## config.mk

```make
export PLATFORM = sky130hd
export DESIGN_NAME = console_uart_controller
export DESIGN_NICKNAME = d
export VERILOG_FILES = /design/src/rtl/console_uart_controller.sv
export SDC_FILE = /design/constraint.sdc
export NUM_CORES = 1
export LEC_CHECK = 0
export ABC_AREA = 1
export BUFFER_PORTS_ARGS = -buffer_cell sky130_fd_sc_hd__buf_2
export CORE_MARGIN = 4
export CORE_UTILIZATION = 55
export DETAILED_ROUTE_END_ITERATION = 8
export PLACE_DENSITY_LB_ADDON = 0.08
export SLEW_MARGIN = 15
export SYNTH_ARGS = -nofsm -noshare
export SYNTH_HDL_FRONTEND = slang
export SYNTH_SLANG_ARGS = --single-unit
```

## constraint.sdc

```tcl
create_clock -name clk -period 2.9 [get_ports clk]
set_input_delay 0.87 -clock clk [delete_from_list [all_inputs] [get_ports clk]]
set_output_delay 0.87 -clock clk [all_outputs]
set_load 0.01 [all_outputs]
```

## src/rtl/console_uart_controller.sv

```systemverilog
// Console peripheral: register-mapped character FIFO drained by an 8N1 UART transmitter.
// Status (index 1) and occupancy (index 2) let software poll before writing.
module console_uart_controller #(
    parameter int CLKS_PER_BIT    = 16,
    parameter int FIFO_ADDR_WIDTH = 3
) (
    input  logic        clk,
    input  logic        reset,
    input  logic [6:0]  register_index,
    input  logic        register_read,
    input  logic        register_write,
    input  logic [15:0] register_write_value,
    output logic [15:0] register_read_value,
    output logic        uart_tx
);

    localparam int DEPTH  = 1 << FIFO_ADDR_WIDTH;
    localparam int BAUD_W = $clog2(CLKS_PER_BIT);

    localparam logic [BAUD_W-1:0]          BAUD_RELOAD = BAUD_W'(CLKS_PER_BIT - 1);
    localparam logic [BAUD_W-1:0]          BAUD_ONE    = BAUD_W'(1);
    localparam logic [FIFO_ADDR_WIDTH-1:0] PTR_ONE     = FIFO_ADDR_WIDTH'(1);
    localparam logic [FIFO_ADDR_WIDTH:0]   COUNT_ONE   = (FIFO_ADDR_WIDTH + 1)'(1);

    typedef enum logic [1:0] {
        ST_IDLE,
        ST_START,
        ST_DATA,
        ST_STOP
    } tx_state_t;

    logic [7:0]                 fifo_mem [DEPTH];
    logic [FIFO_ADDR_WIDTH-1:0] wr_ptr_reg, wr_ptr_next;
    logic [FIFO_ADDR_WIDTH-1:0] rd_ptr_reg, rd_ptr_next;
    logic [FIFO_ADDR_WIDTH:0]   count_reg, count_next;
    logic                       overflow_reg, overflow_next;

    tx_state_t                  state_reg, state_next;
    logic [BAUD_W-1:0]          baud_reg, baud_next;
    logic [2:0]                 bit_reg, bit_next;
    logic [7:0]                 shift_reg, shift_next;
    logic                       tx_reg, tx_next;

    logic push_req, push_ok, pop, clear_req, full, fifo_empty, tx_idle;

    // Count is one bit wider than the pointers, so its MSB alone means full.
    assign full       = count_reg[FIFO_ADDR_WIDTH];
    assign fifo_empty = (count_reg == '0);
    assign tx_idle    = fifo_empty && (state_reg == ST_IDLE);

    assign push_req  = register_write && (register_index == 7'd0);
    assign clear_req = register_write && (register_index == 7'd1) && register_write_value[2];
    assign push_ok   = push_req && (!full || pop);

    always_comb begin
        state_next = state_reg;
        baud_next  = baud_reg;
        bit_next   = bit_reg;
        shift_next = shift_reg;
        tx_next    = tx_reg;
        pop        = 1'b0;
        case (state_reg)
            ST_IDLE: begin
                tx_next = 1'b1;
                if (!fifo_empty) begin
                    pop        = 1'b1;
                    shift_next = fifo_mem[rd_ptr_reg];
                    state_next = ST_START;
                    baud_next  = BAUD_RELOAD;
                    tx_next    = 1'b0;
                end
            end
            ST_START: begin
                if (baud_reg == '0) begin
                    state_next = ST_DATA;
                    bit_next   = 3'd0;
                    baud_next  = BAUD_RELOAD;
                    tx_next    = shift_reg[0];
                end else begin
                    baud_next = baud_reg - BAUD_ONE;
                end
            end
            ST_DATA: begin
                if (baud_reg == '0) begin
                    baud_next  = BAUD_RELOAD;
                    shift_next = {1'b0, shift_reg[7:1]};
                    if (bit_reg == 3'd7) begin
                        state_next = ST_STOP;
                        tx_next    = 1'b1;
                    end else begin
                        bit_next = bit_reg + 3'd1;
                        tx_next  = shift_reg[1];
                    end
                end else begin
                    baud_next = baud_reg - BAUD_ONE;
                end
            end
            ST_STOP: begin
                if (baud_reg == '0) begin
                    // Chain straight into the next start bit when data is waiting.
                    if (!fifo_empty) begin
                        pop        = 1'b1;
                        shift_next = fifo_mem[rd_ptr_reg];
                        state_next = ST_START;
                        baud_next  = BAUD_RELOAD;
                        tx_next    = 1'b0;
                    end else begin
                        state_next = ST_IDLE;
                        tx_next    = 1'b1;
                    end
                end else begin
                    baud_next = baud_reg - BAUD_ONE;
                end
            end
            default: begin
                state_next = ST_IDLE;
                tx_next    = 1'b1;
            end
        endcase
    end

    always_comb begin
        wr_ptr_next   = wr_ptr_reg;
        rd_ptr_next   = rd_ptr_reg;
        count_next    = count_reg;
        overflow_next = overflow_reg;
        if (push_ok) begin
            wr_ptr_next = wr_ptr_reg + PTR_ONE;
        end
        if (pop) begin
            rd_ptr_next = rd_ptr_reg + PTR_ONE;
        end
        case ({push_ok, pop})
            2'b10:   count_next = count_reg + COUNT_ONE;
            2'b01:   count_next = count_reg - COUNT_ONE;
            default: count_next = count_reg;
        endcase
        // A dropped character outranks a simultaneous clear.
        if (push_req && !push_ok) begin
            overflow_next = 1'b1;
        end else if (clear_req) begin
            overflow_next = 1'b0;
        end
    end

    always_ff @(posedge clk) begin
        if (push_ok) begin
            fifo_mem[wr_ptr_reg] <= register_write_value[7:0];
        end
    end

    always_ff @(posedge clk or posedge reset) begin
        if (reset) begin
            wr_ptr_reg   <= '0;
            rd_ptr_reg   <= '0;
            count_reg    <= '0;
            overflow_reg <= 1'b0;
            state_reg    <= ST_IDLE;
            baud_reg     <= '0;
            bit_reg      <= 3'd0;
            shift_reg    <= 8'd0;
            tx_reg       <= 1'b1;
        end else begin
            wr_ptr_reg   <= wr_ptr_next;
            rd_ptr_reg   <= rd_ptr_next;
            count_reg    <= count_next;
            overflow_reg <= overflow_next;
            state_reg    <= state_next;
            baud_reg     <= baud_next;
            bit_reg      <= bit_next;
            shift_reg    <= shift_next;
            tx_reg       <= tx_next;
        end
    end

    assign uart_tx = tx_reg;

    always_comb begin
        register_read_value = 16'd0;
        if (register_read) begin
            case (register_index)
                7'd1:    register_read_value = {13'd0, overflow_reg, full, tx_idle};
                7'd2:    register_read_value = {{(15 - FIFO_ADDR_WIDTH){1'b0}}, count_reg};
                default: register_read_value = 16'd0;
            endcase
        end
    end

endmodule
```

==> results.yml, run 1 <==
clock_tree:
  cts_root_buf: "clkbuf_8"
  holdBufCountCts: 0
  cts_sinks: 93
  clk_pin_slew_ns: 0.10
  cts_max_path_buffers: 2
  cts-buffers-inserted: 9
  cts_tree: "yes"
  clk_latency_ns: 0.36
  h-tree-depth: 3
timing:
  maxSlewViolCount: 0
  fin_setup_tns_ns: 0
  post-route-period-util_pct: 96.4
  setup_viol: 0
  fmax_ghz: 0.358
  finalCriticalPeriod_ns: 2.79
  skew_ns: 0.00680
  setup_ws_ns: 0.105
  tightest_slew_ns: 1.04
  rsz0062_at_grt: "no"
  finalHoldViolCount: 0
  slew_headroom_pct: 30.9
pwr:
  peakVddDrop_mv: 0.303
  powerDensity_mw_per_mm2: 487
  leakage_nw: 2.28
routing:
  drc: 0
  post_drt_wl_per_cell_um: 14.3
  drt-total-wl_mm: 8.97
  vias: 3268
  vias_per_cell: 5.21
  drt_iter0_drc: 182
  drtAntennaViolNets: 0
  dr.pass1.iters: 4
global_routing:
  grt_max_degree: 34
  grt-ovfl-total: 0
  antenna_found_initial: 0
  grt_usage_pct: 19.1
  grt_pass1_wl_mm: 14.7
  grt_pass1_vias: 3104
floorplan:
  initial_core_util_pct: 57.8
  die_x_um: 99.1
  core-area_mm2: 0.00789
  rows: 32
  pin_count: 44
  die_h_um: 99.1
  dieArea_mm2: 0.00982
outcome:
  status: "complete, no violations"
cells_and_area:
  fin_util_pct: 64.0
  syn_to_final_growth_pct: 10.6
  instances_no_fill: 627
  nets: 562
  largest_register_ffs: 64
  drive_gt1_share_pct: 13.5
  postLayoutCellArea_mm2: 0.00504
  n_antenna_cell: 0
synth:
  yosysTopAreaCellShare_pct: 42.1
  yosysMostFrequentCell: "nand2_1"
  seq_area_frac_synth_pct: 58.1
  syn-cell-area_mm2: 0.00456
  synthFlopType: "edfxtp_1"
  async_flop_share_pct: 31.2
  synth_cells: 484
  synth_area_leader_cell: "edfxtp_1"
  synth_edf_count: 64
  yosys_register_bits: 93
  synth.distinct_cells: 33
  avgSynthCellArea_um2: 9.43
  netlist_top_cells_count: "nand2_1, edfxtp_1, nand3_1, inv_1, dfrtp_1"
  ys_warn_count: 0
  netlist_top_cells_area: "edfxtp_1, dfrtp_1, nand2_1, nand3_1, ha_1"
critical_path:
  path_cells: "nor2_1 > nand2_1 > nor2_1 > nand4_1 > o21ai_0 > buf_2"
  path_max_fanout: 8
  criticalPathCategory: "reg -> out"
  rrSetupSlack_ns: 0.36
  cp.arrival_ns: 1.92
  required_ns: 2.03
  slowest_delay_ns: 0.45
  cp_common_cell: "nor2_1"
  slowest_stage: "dfrtp_1"
  end_kind: "output port"
  worst_setup_path_start_kind: "flop"
placed_design:
  place_worst_setup_slack_ns: 0.170
  numPortBuffers: 23
  place_area_mm2: 0.00481
  place.gp.congestion: 0.818
  place_hpwl_mm: 5.95
  dp.cells: 610
worst_hold_path:
  min_path_type: "reg -> reg"
job:
  max_cap_viol_count: 0
-- placed cells by master, fill, tap and decap left out, types with 3 or more instances in the layout --
| cell | count |
|---|---|
| buf_2 | 23 |
| inv_6 | 3 |
| edfxtp_1 | 64 |
| nand2_1 | 175 |
| ha_1 | 13 |
| nand4_1 | 12 |
| nand2_2 | 4 |
| nand3_1 | 51 |
| a21oi_1 | 5 |
| conb_1 | 12 |
| o21ai_0 | 21 |
| dfrtp_1 | 28 |
| buf_4 | 15 |
| inv_1 | 38 |
| nor2_1 | 19 |
| nand3_2 | 3 |
| clkbuf_8 | 9 |
| clkinv_1 | 3 |
| xor2_1 | 3 |
-- final timing paths --
path	startpoint	end	depth (start not counted)
max	count_reg[2]	register_read_value[0]	6
min	overflow_reg	overflow_reg	2
max reg2reg	baud_reg[0]	count_reg[3]	15
min reg2reg	overflow_reg	overflow_reg	2
max in group asynchronous	reset	uart_tx	3
min in group asynchronous	reset	state_reg[1]	3
-- through the flow --
step           total power [mW]  hold slack [ns]
3_3_place_gp               1.57            0.465
5_1_grt                    2.55            0.517
4_1_cts                    2.47            0.497
6_report                   2.46            0.499
2_1_floorplan              1.54            0.443
3_5_place_dp               1.57            0.481
-- area by class of cell --
class                   count  area, um2
flip-flops and latches     93       2650
well taps                 102        128
inverters                  41        154
fillers                   642       2840
repair buffers             38        228
clock inverters             7       87.6
clock buffers               9        124
multi-input cells         337       1680
-- routing by layer --
metal  track usage (%)  up-vias  share of wire, %
met4              6.62        0               1.4
met3              2.55       12               5.3
met1              25.4     1535                44
met2              32.1       71                50
li1                  -     1650                 -
met5                 0        -                 0
-- critical path: cells and delay by family, from the launching register on --
family	cells	cell delay, ns
AND/OR/NAND/NOR	4	0.89
flip-flops	1	0.45
buffers and inverters	1	0.15
AO/OA/AOI/OAI	1	0.08
-- cell families (layout without fill, tap and decap cells) --
family	after synthesis	in the layout	share of synthesized area, %
simple gates	276	276	26.7
flops	93	93	58.1
buf+inv	65	95	6.56
compound gates	29	29	3.37
fa+ha+maj	15	15	4.28
xor+xnor	5	5	0.960
other cells	1	12	0.0822
-- report_power, final --
| part | leakage [nW] | internal, mW | switching (mW) | total [mW] |
|---|---|---|---|---|
| registers | 0.913 | 1.43 | 0.0123 | 1.44 |
| clock network | 0.109 | 0.422 | 0.494 | 0.916 |
| logic | 1.26 | 0.0343 | 0.0659 | 0.100 |
| total | 2.28 | 1.89 | 0.572 | 2.46 |
-- what timing repair did --
action | 4_1_cts | 5_1_grt
endpoints found under the hold margin | 0 | 0
setup endpoints to repair | 0 | 3
buffers inserted | 0 | 1
resized for setup | 0 | 3
Power figures use the tool's default switching activity.
==> inputs of run 2 (changes only) <==
--- a/config.mk
+++ b/config.mk
@@ -6,7 +6,7 @@
 export NUM_CORES = 1
 export LEC_CHECK = 0
 export ABC_AREA = 1
-export BUFFER_PORTS_ARGS = -buffer_cell sky130_fd_sc_hd__buf_2
+export BUFFER_PORTS_ARGS = -buffer_cell sky130_fd_sc_hd__buf_4
 export CORE_MARGIN = 4
 export CORE_UTILIZATION = 55
 export DETAILED_ROUTE_END_ITERATION = 8
==> run 2 against run 1 <==
Total power fell by 4.8%. Wire length shrank 2.3%. Die area stayed put. Flip-flop and latch count did not move. Utilization is 0.21 points higher. First-iteration DRC count down 14%. Largest cell class unchanged.
==> results.yml, run 2 (synthesis gave the netlist of run 1 again) <==
outcome:
  status: "complete, no violations"
worst_hold_path:
  holdPathStages: 2
  min_path_type: "reg -> reg"
  hp-start: "shift_reg[7]"
  worstHoldEndpoint: "shift_reg[7]"
cells_and_area:
  fillers: 649
  layout_commonest_cell: "nand2_1"
  nets: 563
  syn_to_final_growth_pct: 10.9
  postLayoutCellArea_mm2: 0.00506
  drive_gt1_share_pct: 13.5
  largest_register_ffs: 64
  layout_common_cells: "nand2_1, edfxtp_1, nand3_1"
  n_antenna_cell: 0
timing:
  finalHoldViolCount: 0
  post-route-period-util_pct: 95.0
  rsz0062_at_grt: "no"
  setup_ws_ns: 0.144
  fin_setup_tns_ns: 0
  skew_ns: 0.00792
  slew_headroom_pct: 29.5
  fmax_ghz: 0.363
  maxSlewViolCount: 0
  finalCriticalPeriod_ns: 2.76
  tightest_slew_ns: 1.06
  setup_viol: 0
critical_path:
  path_cells: "buf_4 > nor2_1 > nand2_1 > nor3_1 > nand2_1 > o21ai_0 > buf_4"
  criticalPathCategory: "in -> out"
  r2r_start: "state_reg[0]"
  slowest_delay_ns: 0.25
  slowest_stage: "nor3_1"
  end_kind: "output port"
  rr_worst_depth: 14
  rrSetupSlack_ns: 0.29
  worst_setup_path_start_kind: "input port"
  reg2reg_to: "count_reg[3]"
  cp.arrival_ns: 1.89
  path_max_fanout: 3
  required_ns: 2.03
routing:
  drt_iter0_drc: 157
  drc: 0
  wl_met1_mm: 3.83
  post_drt_wl_per_cell_um: 13.9
  maxUsedRoutingLayer: "met4"
  wl_met3_um: 465
  drt-total-wl_mm: 8.76
  drtAntennaViolNets: 0
  vias: 3186
  vias_per_cell: 5.07
  dr.pass1.iters: 4
  route.met2.wl_mm: 4.39
clock_tree:
  clk_pin_slew_ns: 0.09
  cts_max_path_buffers: 2
  cts_root_buf: "clkbuf_8"
  clk_latency_ns: 0.35
  cts_tree: "yes"
  h-tree-depth: 3
  cts_sinks: 93
  cts-buffers-inserted: 9
  holdBufCountCts: 0
floorplan:
  rows: 32
  pin_count: 44
  initial_core_util_pct: 57.8
  die_h_um: 99.1
  die_x_um: 99.1
  dieArea_mm2: 0.00982
  core-area_mm2: 0.00789
global_routing:
  grt_pass1_wl_mm: 14.4
  antenna_found_initial: 0
  grt_pass1_vias: 3040
  grt_max_degree: 34
  grt-ovfl-total: 0
  grt_usage_pct: 18.8
placed_design:
  place_hpwl_mm: 5.90
  place_area_mm2: 0.00487
  place_worst_setup_slack_ns: 0.111
  numPortBuffers: 23
  place.gp.congestion: 0.807
pwr:
  peakVddDrop_mv: 0.310
  leakage_nw: 2.28
  powerDensity_mw_per_mm2: 463
job:
  max_cap_viol_count: 0
## run 2: cell count changes in the layout (fill, tap and decap cells not counted)
cell / delta
inv_8: -2
buf_2: -23
buf_4: +24
nor2_2: +1
ha_4: -1
nor3_2: -1
bufinv_16: -1
nor3_1: +1
inv_6: +2
clkinv_4: -1
clkinv_2: +2
nor2_1: -1
ha_1: +1
## run 2: critical path, delay by kind of cell
kind	cells	cell delay (ns)
AOI/OAI and AO/OA	1	0.16
and+or+nand+nor	4	0.60
buffers and inverters	2	0.25
## run 2: timing repair
action / in CTS / in global routing
setup buffers: 0 / 1
setup endpoints to repair: 0 / 2
resized for setup: 0 / 2
## run 2: area by class of cell
type                            instances  area [um2]  share of cell area (%)
Sequential cell                        93        2650                    52.3
Clock buffer                            9         124                    2.45
Multi-Input combinational cell        337        1660                    32.8
Timing Repair Buffer                   39         293                    5.78
Tap cell                              102         128                    2.52
Clock inverter                          7        53.8                    1.06
Inverter                               41         154                    3.04
## run 2: stage by stage
| stage | utilization [%] | hold slack [ns] | power (mW) | std cells |
|---|---|---|---|---|
| global placement | 61.8 | 0.465 | 1.58 | 611 |
| finish | 64.2 | 0.495 | 2.34 | 628 |
| global route | 64.2 | 0.517 | 2.44 | 628 |
| CTS | 64.0 | 0.493 | 2.36 | 627 |
| floorplan | - | 0.443 | 1.54 | 495 |
| detailed placement | 61.8 | 0.470 | 1.58 | 611 |
## run 2: report_power, final
| part | internal [mW] | leakage (nW) | switching (mW) | total [mW] |
|---|---|---|---|---|
| sequential | 1.43 | 0.913 | 0.0120 | 1.44 |
| combinational | 0.0421 | 1.27 | 0.0675 | 0.110 |
| clock | 0.324 | 0.0952 | 0.465 | 0.790 |
| total | 1.80 | 2.28 | 0.545 | 2.34 |
## run 2: how the worst max path moves through the flow
stage                                 start                     end  slack [ns]
after floorplan           register_index[5]            count_reg[3]        0.26
after global placement    register_index[3]  register_read_value[0]        0.17
after detailed placement  register_index[5]            count_reg[3]        0.11
after CTS                      count_reg[1]  register_read_value[0]        0.10
after global routing      register_index[3]  register_read_value[1]       0.004
final                     register_index[3]  register_read_value[1]        0.14
## run 2: routing by layer
layer  global-route usage (%)  vias up
met5                        0        -
met3                     3.11        6
met1                     25.4     1476
met2                     31.1       56
met4                     5.99        0
li1                         -     1648
==> inputs of run 3 (changes only) <==
--- a/config.mk
+++ b/config.mk
@@ -6,10 +6,10 @@
 export NUM_CORES = 1
 export LEC_CHECK = 0
 export ABC_AREA = 1
-export BUFFER_PORTS_ARGS = -buffer_cell sky130_fd_sc_hd__buf_4
 export CORE_MARGIN = 4
 export CORE_UTILIZATION = 55
 export DETAILED_ROUTE_END_ITERATION = 8
+export DONT_BUFFER_PORTS = 1
 export PLACE_DENSITY_LB_ADDON = 0.08
 export SLEW_MARGIN = 15
 export SYNTH_ARGS = -nofsm -noshare
==> constraint.sdc (replaced) <==
create_clock -name clk -period 2.9 [get_ports clk]
set_input_delay 0.87 -clock clk [delete_from_list [all_inputs] [get_ports clk]]
set_output_delay 0.87 -clock clk [all_outputs]
set_load 0.02 [all_outputs]
==> run 3 against run 2 <==
Global-route usage increased by 0.18 points. Fmax decreased by 1.7%. Wire length decreased by 1.2%. Utilization decreased by 1.7 points. Total power increased by 4.1%. Sequential power about the same. Combinational power decreased by 27%. Final area decreased by 2.7%. Clock power increased by 16%. Highest routed layer unchanged.
==> results.yml, run 3 (synthesis gave the netlist of run 1 again) <==
floorplan:
  rows: 32
  die_x_um: 99.1
  core-area_mm2: 0.00789
  dieArea_mm2: 0.00982
  pin_count: 44
  initial_core_util_pct: 57.8
  die_h_um: 99.1
critical_path:
  rrSetupSlack_ns: 0.23
  worst_setup_path_start_kind: "flop"
  cp.arrival_ns: 1.93
  required_ns: 2.03
  end_kind: "output port"
  path_max_fanout: 8
  reg2reg_to: "count_reg[3]"
  criticalPathCategory: "reg -> out"
  rr_worst_depth: 14
  r2r_start: "state_reg[0]"
timing:
  maxSlewViolCount: 0
  fmax_ghz: 0.357
  finalCriticalPeriod_ns: 2.80
  rsz0062_at_grt: "no"
  post-route-period-util_pct: 96.7
  fin_setup_tns_ns: 0
  tightest_slew_ns: 0.515
  skew_ns: 0.00912
  setup_viol: 0
  setup_ws_ns: 0.0958
  finalHoldViolCount: 0
  slew_headroom_pct: 65.6
clock_tree:
  cts_root_buf: "clkbuf_8"
  cts_tree: "yes"
  cts_max_path_buffers: 2
  cts_sinks: 93
  h-tree-depth: 3
  cts-buffers-inserted: 9
  cts_setup_buffers: 0
  clk_latency_ns: 0.35
  clk_pin_slew_ns: 0.10
cells_and_area:
  instances_no_fill: 606
  fin_util_pct: 62.5
  syn_to_final_growth_pct: 7.98
  layout_commonest_cell: "nand2_1"
  nets: 541
  postLayoutCellArea_mm2: 0.00493
  largest_register_ffs: 64
  n_antenna_cell: 0
  layout_common_cells: "nand2_1, edfxtp_1, nand3_1"
  drive_gt1_share_pct: 9.52
placed_design:
  dp.cells: 590
  place.gp.congestion: 0.828
  place_area_mm2: 0.00471
  place_worst_setup_slack_ns: 0.184
  numPortBuffers: 0
  place_hpwl_mm: 5.76
routing:
  vias: 3185
  post_drt_wl_per_cell_um: 14.3
  dr.pass1.iters: 4
  drc: 0
  vias_per_cell: 5.26
  drtAntennaViolNets: 0
  drt_iter0_drc: 211
  drt-total-wl_mm: 8.65
outcome:
  status: "complete, no violations"
global_routing:
  grt_max_degree: 35
  gr-usage-met2_pct: 31.5
  grt-ovfl-total: 0
  antenna_found_initial: 0
  grt_pass1_vias: 3086
  grt_pass1_wl_mm: 14.7
  met3_usage_pct: 2.69
  busiest_layer: "met2"
  grt_util_met1_pct: 25.6
  grt_usage_pct: 19.0
pwr:
  p_int_mw: 1.87
  seqPwrFrac_pct: 59.3
  comb_power_share_pct: 3.3
  leakage_nw: 2.19
  peakVddDrop_mv: 0.306
  powerDensity_mw_per_mm2: 495
  switching_share_pct: 23.1
  p_sw_uw: 563
  power.share.clock_pct: 37.4
worst_hold_path:
  min_path_type: "in -> async"
job:
  max_cap_viol_count: 0
run 3: area by class of cell:
| class | instances | area [um2] |
|---|---|---|
| clock buffer | 9 | 124 |
| clock inverter | 7 | 86.3 |
| fill | 627 | 2960 |
| inverter | 41 | 154 |
| multi-input combinational | 337 | 1660 |
| sequential | 93 | 2650 |
| tap | 102 | 128 |
| timing repair buffer | 17 | 128 |
run 3: worst max-delay path by stage:
stage | start | to | slack (ns) | depth (start not counted)
2_1_floorplan | register_index[3] | register_read_value[0] | 0.18 | 5
3_3_place_gp | register_index[3] | register_read_value[3] | 0.28 | 5
3_5_place_dp | register_index[3] | register_read_value[1] | 0.18 | 6
4_1_cts | count_reg[3] | register_read_value[0] | 0.03 | 6
5_1_grt | count_reg[1] | register_read_value[0] | 0.02 | 6
6_report | count_reg[1] | register_read_value[0] | 0.1 | 6
run 3: through the flow:
stage	hold WS [ns]	total power, mW
after floorplan	0.443	1.55
after CTS	0.471	2.46
after global placement	0.460	1.55
after detailed placement	0.470	1.55
after global routing	0.509	2.53
final	0.474	2.44
run 3: power by group through the flow:
stage               Combinational (mW)  Sequential, mW  Clock (mW)
floorplan                       0.0795            1.47           0
global placement                0.0771            1.47           0
detailed placement              0.0809            1.47           0
CTS                             0.0811            1.44       0.932
global route                    0.0943            1.45       0.990
finish                          0.0804            1.44       0.913
run 3: what timing repair did:
action | 4_1_cts | 5_1_grt
resized for setup | 0 | 1
endpoints found under the setup margin | 0 | 1
hold buffers | 0 | 0
run 3: worst max-delay path, stage by stage (launching register included):
cell	delay, ns
dfrtp_1	0.42
nor2_1	0.30
nand2_1	0.23
nor2_1	0.26
nand4_1	0.11
o21ai_0	0.09
buf_4	0.17
run 3: per-layer routing:
layer	wire length (um)	up-vias	part of all wire, %
li1	-	1605	-
met1	3820	1494	44
met2	4230	77	49
met3	478	9	5.5
met4	120	0	1.4
met5	0	-	0
